--- src/rtl/mat_mul_sched_pkg.sv ---
// Shared widths, FSM state type and packing helpers for the shared 2x2 multiplier scheduler.
package mat_mul_pkg;

   localparam int ELEM_W   = 2;
   localparam int RES_W    = 5;
   localparam int OP_W     = 8;
   localparam int RESULT_W = 20;

   // Element order inside an operand word {x22,x21,x12,x11} and a result word {r11,r10,r01,r00}
   localparam int E11 = 0;
   localparam int E12 = 1;
   localparam int E21 = 2;
   localparam int E22 = 3;

   typedef enum logic [1:0] {
      IDLE,
      LOAD,
      WAIT,
      RESP
   } sched_state_t;

   function automatic int elem_lsb(input int elem);
      return elem * ELEM_W;
   endfunction

   function automatic int res_lsb(input int elem);
      return elem * RES_W;
   endfunction

endpackage

--- src/rtl/mat_mul_sched_if.sv ---
// Bus between the scheduler (master) and the single shared mat_wrapper instance (slave).
interface mat_mul_sched_if;
   import mat_mul_pkg::*;

   logic                mm_load;
   logic [ELEM_W-1:0]   mm_a11, mm_a12, mm_a21, mm_a22;
   logic [ELEM_W-1:0]   mm_b11, mm_b12, mm_b21, mm_b22;
   logic [RESULT_W-1:0] mm_result;
   logic                mm_valid;

   modport master (
      output mm_load,
      output mm_a11, mm_a12, mm_a21, mm_a22,
      output mm_b11, mm_b12, mm_b21, mm_b22,
      input  mm_result,
      input  mm_valid
   );

   modport slave (
      input  mm_load,
      input  mm_a11, mm_a12, mm_a21, mm_a22,
      input  mm_b11, mm_b12, mm_b21, mm_b22,
      output mm_result,
      output mm_valid
   );

endinterface

--- src/rtl/mat_mul_sched_rr_arbiter.sv ---
// Combinational round-robin picker: first set request at or after ptr, wrapping modulo N.
module rr_arbiter #(
   parameter int N     = 4,
   parameter int IDX_W = (N > 1) ? $clog2(N) : 1
) (
   input  logic [N-1:0]     req,
   input  logic [IDX_W-1:0] ptr,
   output logic [N-1:0]     gnt,
   output logic [IDX_W-1:0] gnt_idx
);

   logic             found;
   logic [IDX_W-1:0] idx;

   always_comb begin
      gnt     = '0;
      gnt_idx = '0;
      found   = 1'b0;
      idx     = '0;
      for (int k = 0; k < N; k++) begin
         idx = IDX_W'((int'(ptr) + k) % N);
         if (!found && req[idx]) begin
            found        = 1'b1;
            gnt[idx]     = 1'b1;
            gnt_idx      = idx;
         end
      end
   end

endmodule

--- src/rtl/mat_mul_sched.sv ---
// Round-robin scheduler sharing one mat_wrapper 2x2 multiplier between NUM_REQ requesters.
module mat_mul_sched
   import mat_mul_pkg::*;
#(
   parameter int NUM_REQ     = 4,
   parameter int LOAD_CYCLES = 2,
   parameter int TIMEOUT     = 64
) (
   input  logic                    clk,
   input  logic                    rst,
   input  logic [NUM_REQ-1:0]      req,
   input  logic [NUM_REQ*OP_W-1:0] req_op_a,
   input  logic [NUM_REQ*OP_W-1:0] req_op_b,
   output logic [NUM_REQ-1:0]      done,
   output logic [RESULT_W-1:0]     resp_result,
   output logic                    resp_err,
   output logic                    busy,
   mat_mul_sched_if.master         mm
);

   localparam int IDX_W = $clog2(NUM_REQ);

   sched_state_t      state, next_state;
   logic [IDX_W-1:0]  rr_ptr, grant, arb_idx, next_ptr;
   logic [NUM_REQ-1:0] arb_gnt;
   logic [3:0]        load_cnt;
   logic [7:0]        wait_cnt;
   logic              valid_q;
   logic              valid_edge, timed_out, load_last, any_gnt;
   logic [OP_W-1:0]   sel_a, sel_b;

   rr_arbiter #(.N(NUM_REQ), .IDX_W(IDX_W)) u_arb (
      .req     (req),
      .ptr     (rr_ptr),
      .gnt     (arb_gnt),
      .gnt_idx (arb_idx)
   );

   always_comb begin
      sel_a = '0;
      sel_b = '0;
      for (int i = 0; i < NUM_REQ; i++) begin
         if (arb_idx == IDX_W'(i)) begin
            sel_a = req_op_a[i*OP_W +: OP_W];
            sel_b = req_op_b[i*OP_W +: OP_W];
         end
      end
   end

   // A level still high from an earlier operation has valid_q set, so only a fresh rise counts
   assign valid_edge = mm.mm_valid & ~valid_q;
   assign timed_out  = (wait_cnt == 8'(TIMEOUT));
   assign load_last  = (load_cnt == 4'(LOAD_CYCLES - 1));
   assign any_gnt    = |arb_gnt;
   assign next_ptr   = (grant == IDX_W'(NUM_REQ - 1)) ? '0 : grant + 1'b1;
   assign mm.mm_load = (state == LOAD);
   assign busy       = (state != IDLE);

   always_ff @(posedge clk or posedge rst) begin
      if (rst) state <= IDLE;
      else     state <= next_state;
   end

   always_comb begin
      next_state = state;
      case (state)
         IDLE:    if (any_gnt) next_state = LOAD;
         LOAD:    if (load_last) next_state = WAIT;
         WAIT:    if (valid_edge || timed_out) next_state = RESP;
         RESP:    next_state = IDLE;
         default: next_state = IDLE;
      endcase
   end

   always_ff @(posedge clk or posedge rst) begin
      if (rst) begin
         rr_ptr      <= '0;
         grant       <= '0;
         load_cnt    <= '0;
         wait_cnt    <= '0;
         valid_q     <= 1'b0;
         done        <= '0;
         resp_result <= '0;
         resp_err    <= 1'b0;
         mm.mm_a11   <= '0;
         mm.mm_a12   <= '0;
         mm.mm_a21   <= '0;
         mm.mm_a22   <= '0;
         mm.mm_b11   <= '0;
         mm.mm_b12   <= '0;
         mm.mm_b21   <= '0;
         mm.mm_b22   <= '0;
      end else begin
         valid_q  <= mm.mm_valid;
         done     <= '0;
         resp_err <= 1'b0;
         case (state)
            IDLE: begin
               if (any_gnt) begin
                  grant     <= arb_idx;
                  load_cnt  <= '0;
                  mm.mm_a11 <= sel_a[elem_lsb(E11) +: ELEM_W];
                  mm.mm_a12 <= sel_a[elem_lsb(E12) +: ELEM_W];
                  mm.mm_a21 <= sel_a[elem_lsb(E21) +: ELEM_W];
                  mm.mm_a22 <= sel_a[elem_lsb(E22) +: ELEM_W];
                  mm.mm_b11 <= sel_b[elem_lsb(E11) +: ELEM_W];
                  mm.mm_b12 <= sel_b[elem_lsb(E12) +: ELEM_W];
                  mm.mm_b21 <= sel_b[elem_lsb(E21) +: ELEM_W];
                  mm.mm_b22 <= sel_b[elem_lsb(E22) +: ELEM_W];
               end
            end
            LOAD: begin
               load_cnt <= load_cnt + 4'd1;
               wait_cnt <= '0;
            end
            WAIT: begin
               wait_cnt <= wait_cnt + 8'd1;
               // Edge is tested first so it wins over a timeout on the same cycle
               if (valid_edge) begin
                  resp_result <= mm.mm_result;
                  resp_err    <= 1'b0;
                  done        <= NUM_REQ'(1) << grant;
               end else if (timed_out) begin
                  resp_result <= '0;
                  resp_err    <= 1'b1;
                  done        <= NUM_REQ'(1) << grant;
               end
            end
            RESP: rr_ptr <= next_ptr;
            default: ;
         endcase
      end
   end

endmodule
--- src/flat_wrapper.sv ---
// flat-port wrapper written by rule: the top's interface ports become plain ports
module mat_mul_sched_flat import mat_mul_pkg::*;
#(
   parameter int NUM_REQ     = 4,
   parameter int LOAD_CYCLES = 2,
   parameter int TIMEOUT     = 64
)
  (clk, rst, req, req_op_a, req_op_b, done, resp_result, resp_err, busy, mm_mm_load, mm_mm_a11, mm_mm_a12, mm_mm_a21, mm_mm_a22, mm_mm_b11, mm_mm_b12, mm_mm_b21, mm_mm_b22, mm_mm_result, mm_mm_valid);
  mat_mul_sched_if mm_i ();
  input  logic clk;
  input  logic rst;
  input  logic [NUM_REQ-1:0] req;
  input  logic [NUM_REQ*OP_W-1:0] req_op_a;
  input  logic [NUM_REQ*OP_W-1:0] req_op_b;
  output logic [NUM_REQ-1:0] done;
  output logic [RESULT_W-1:0] resp_result;
  output logic resp_err;
  output logic busy;
  output wire logic [$bits(mm_i.mm_load)-1:0] mm_mm_load;
  output wire logic [$bits(mm_i.mm_a11)-1:0] mm_mm_a11;
  output wire logic [$bits(mm_i.mm_a12)-1:0] mm_mm_a12;
  output wire logic [$bits(mm_i.mm_a21)-1:0] mm_mm_a21;
  output wire logic [$bits(mm_i.mm_a22)-1:0] mm_mm_a22;
  output wire logic [$bits(mm_i.mm_b11)-1:0] mm_mm_b11;
  output wire logic [$bits(mm_i.mm_b12)-1:0] mm_mm_b12;
  output wire logic [$bits(mm_i.mm_b21)-1:0] mm_mm_b21;
  output wire logic [$bits(mm_i.mm_b22)-1:0] mm_mm_b22;
  input wire logic [$bits(mm_i.mm_result)-1:0] mm_mm_result;
  input wire logic [$bits(mm_i.mm_valid)-1:0] mm_mm_valid;
  assign mm_mm_load = mm_i.mm_load;
  assign mm_mm_a11 = mm_i.mm_a11;
  assign mm_mm_a12 = mm_i.mm_a12;
  assign mm_mm_a21 = mm_i.mm_a21;
  assign mm_mm_a22 = mm_i.mm_a22;
  assign mm_mm_b11 = mm_i.mm_b11;
  assign mm_mm_b12 = mm_i.mm_b12;
  assign mm_mm_b21 = mm_i.mm_b21;
  assign mm_mm_b22 = mm_i.mm_b22;
  assign mm_i.mm_result = mm_mm_result;
  assign mm_i.mm_valid = mm_mm_valid;
  mat_mul_sched #(.NUM_REQ(NUM_REQ), .LOAD_CYCLES(LOAD_CYCLES), .TIMEOUT(TIMEOUT)) u_core (.clk(clk), .rst(rst), .req(req), .req_op_a(req_op_a), .req_op_b(req_op_b), .done(done), .resp_result(resp_result), .resp_err(resp_err), .busy(busy), .mm(mm_i));
endmodule
--- config.mk ---
export PLATFORM = sky130hd
export DESIGN_NAME = mat_mul_sched_flat
export DESIGN_NICKNAME = d
export VERILOG_FILES = /design/src/rtl/mat_mul_sched_pkg.sv /design/src/rtl/mat_mul_sched_if.sv /design/src/rtl/mat_mul_sched_rr_arbiter.sv /design/src/rtl/mat_mul_sched.sv /design/src/flat_wrapper.sv
export SDC_FILE = /design/constraint.sdc
export NUM_CORES = 1
export LEC_CHECK = 0
export BUFFER_PORTS_ARGS = -buffer_cell sky130_fd_sc_hd__buf_2
export CORE_ASPECT_RATIO = 1.2
export CORE_MARGIN = 4
export CORE_UTILIZATION = 50
export DETAILED_ROUTE_END_ITERATION = 12
export PLACE_DENSITY = 0.88
export REMOVE_ABC_BUFFERS = 1
export SLEW_MARGIN = 20
export SYNTH_ARGS = -nofsm -noshare
export SYNTH_HDL_FRONTEND = slang
export SYNTH_SLANG_ARGS = --single-unit
export TNS_END_PERCENT = 10
--- constraint.sdc ---
create_clock -name clk -period 9.01 [get_ports clk]
set_input_delay 2.2525 -clock clk [delete_from_list [all_inputs] [get_ports clk]]
set_output_delay 2.2525 -clock clk [all_outputs]
set_load 0.05 [all_outputs]
==> flow_metrics.tcl <==
set metrics [dict create \
    wirelength_um 9403 \
    avgSynthCellArea_um2 10.18 \
    timing.final.ws_setup_ps 4188 \
    cp-end-kind "flip-flop" \
    path_class "input port to flip-flop" \
    ios 134 \
    hpwl_um 6974 \
    ys_seq_elements 60 \
    clockRootBuffer "clkbuf_8" \
    htreeDepth 3 \
    antenna_found_initial 0 \
    cts_resized 0 \
    synth.yosys.seq_area_share 0.4096 \
    mostFrequentLayoutCells "buf_2, dfrtp_1, nor3b_1, a211oi_1, o21ai_0" \
    worst-path-max-fanout 23 \
    ir_worst_vdd_uv 369.4 \
    drtIter0Drc 169 \
    slew_viol_final 0 \
    synth_area_um2 3666 \
    synth_warnings 0 \
    rsz0062_at_grt "false" \
    cts_tree "done" \
    grt_max_degree 61 \
    cap_violations 0 \
    clkTransAtPathRegs_ps 70 \
    drc 0 \
    fillers 550 \
    cts_hold_buf 0 \
    postCtsSetupBuffers 0 \
    synthArstFlopShare 1.000 \
    initial_core_util 0.5254 \
    routed_via_density 5.807 \
    core_area_um2 6978 \
    fmax_ghz 0.2074 \
    timing.final.crit_period_ps 4822 \
    cp.required_ps 9180 \
    die_y_um 101.8 \
    postSynthCellCount 360 \
    yosys.cell_types.count 54 \
    layout_commonest_cell "buf_2" \
    fp-row-count 33 \
    critPathArrivalTime_ps 5000 \
    clockBufferDepth 2 \
    die_area_um2 8772 \
    power_density_nw_per_um2 397.4 \
    first_pass_iters 4 \
    hold_path.class "flip-flop to flip-flop" \
    fin_skew_ps 6.869 \
    hold_violations 0 \
    leakagePower_nw 2.096 \
    grtUsageTotal 0.2158 \
    drive_above_1_share 0.3706 \
    clk_latency_ps 330 \
    setup_violations 0 \
    vias 3310 \
    place_ws_ps 3852 \
    wl_per_cell_um 16.50 \
    die_w_um 86.17 \
    clock-sinks 60 \
    slew_headroom 0.3059 \
    setup_tns_ps 0 \
    numCtsBuffers 9 \
    start_kind "input port" \
    ys.flop_type "dfrtp_1" \
    final_nets 588 \
    grt_pass1_vias 3312 \
    place.gp.congestion 0.8342 \
    grt_overflow 0 \
    synth_edf_count 0 \
    period_share 0.5352 \
    antennaDiodeCount 0 \
    port_buffers 133 \
    worstMarginPinSlew_ps 1035 \
    syn_to_final_growth_pct 22.49 \
    grt_pass1_wl_um 15060 \
    outcome "finished clean" \
    ant_nets 0 \
]
## cells by family after synthesis
family	after synthesis	synth area share
and+or+nand+nor	95	0.1570
muxes	11	0.03788
adders and majority gates	19	0.06485
AOI/OAI and AO/OA	121	0.2597
buffers and inverters	51	0.06382
DFF	60	0.4096
xor gates and xnor gates	3	0.007169
## path summary, 6_finish.rpt
check / start / endpoint / slack (ps) / cells past startpoint
worst max register to register: u_core.rr_ptr[0]$_DFFE_PP0N_ / u_core.mm.mm_b12[0]$_DFFE_PP0P_ / 4570 / 8
min in group asynchronous: rst / u_core.resp_result[7]$_DFFE_PP0P_ / 2120 / 3
worst max-delay path: req[3] / u_core.mm.mm_b12[0]$_DFFE_PP0P_ / 4190 / 7
max in group asynchronous: rst / u_core.resp_result[5]$_DFFE_PP0P_ / 6400 / 3
worst min register to register: u_core.resp_result[3]$_DFFE_PP0P_ / u_core.resp_result[3]$_DFFE_PP0P_ / 500 / 1
worst min-delay path: u_core.resp_result[3]$_DFFE_PP0P_ / u_core.resp_result[3]$_DFFE_PP0P_ / 500 / 1
## cells in the mapped netlist (3+ instances only)
cell | n | area share
nor3_1 | 4 | 0.0055
nand2_1 | 7 | 0.0072
o21ai_0 | 27 | 0.037
nor2_1 | 19 | 0.019
buf_2 | 10 | 0.014
buf_4 | 4 | 0.0082
o31ai_2 | 8 | 0.027
clkbuf_1 | 14 | 0.014
mux2i_1 | 6 | 0.016
nor2b_1 | 4 | 0.0068
a221o_1 | 3 | 0.0082
nor3b_1 | 35 | 0.072
a211oi_2 | 6 | 0.020
a22o_1 | 21 | 0.050
ha_1 | 19 | 0.065
a211oi_1 | 28 | 0.057
nand2b_1 | 3 | 0.0051
nand3_1 | 8 | 0.011
a21oi_1 | 7 | 0.0096
dfrtp_1 | 60 | 0.41
inv_1 | 20 | 0.020
o31ai_1 | 8 | 0.016
## state kept, by name, indices dropped and copies added (netlist names)
signal / cells
u_core.done: 4
u_core.grant: 2
u_core.load_cnt: 4
u_core.mm.mm_a11: 2
u_core.mm.mm_a12: 2
u_core.mm.mm_a21: 2
u_core.mm.mm_a22: 2
u_core.mm.mm_b11: 2
u_core.mm.mm_b12: 2
u_core.mm.mm_b21: 2
u_core.mm.mm_b22: 2
u_core.resp_err: 1
u_core.resp_result: 20
u_core.rr_ptr: 2
u_core.state: 2
u_core.valid_q: 1
u_core.wait_cnt: 8
## report_power, final
group          switching (mW)  leakage, nW  internal [mW]
registers              0.0726        0.763          0.374
clock network          0.0993       0.0868         0.0983
logic                   0.782         1.25          0.358
total                   0.954         2.10          0.831
## metrics by stage
stage | utilization | instances | hold slack (ps) | area, µm² | power (mW)
final | 0.6435 | 570 | 501.6 | 4491 | 1.784
after global routing | 0.6435 | 570 | 522.4 | 4491 | 1.905
after CTS | 0.6426 | 570 | 506.3 | 4484 | 1.797
after detailed placement | 0.6197 | 554 | 487.3 | 4324 | 1.593
after global placement | 0.6197 | 554 | 483.5 | 4324 | 1.545
after floorplan | - | 330 | 500.3 | 3511 | 1.305
## worst max-delay path: stages
cell and delay [ps]:
buf_2 170, mux4_2 490, nor3b_1 150, a221o_1 280, a21oi_2 660, nand2b_1 790, o31ai_1 200
## cell type report
cell class | count | area [µm²] | share of cell area
Multi-Input combinational cell | 249 | 1946 | 0.4333
Inverter | 21 | 78.83 | 0.01755
Clock inverter | 5 | 28.78 | 0.006408
Sequential cell | 60 | 1501 | 0.3344
Clock buffer | 11 | 131.4 | 0.02926
Timing Repair Buffer | 137 | 695.7 | 0.1549
Tap cell | 87 | 108.9 | 0.02424
## metal layers
layer,vias up,GRT usage,wire (µm)
li1,1571,-,-
met4,0,0.09135,151
met3,18,0.05126,805
met2,149,0.3745,4706
met1,1572,0.2548,3740
met5,-,0,0
No activity file was read; power rests on OpenSTA's default activity.
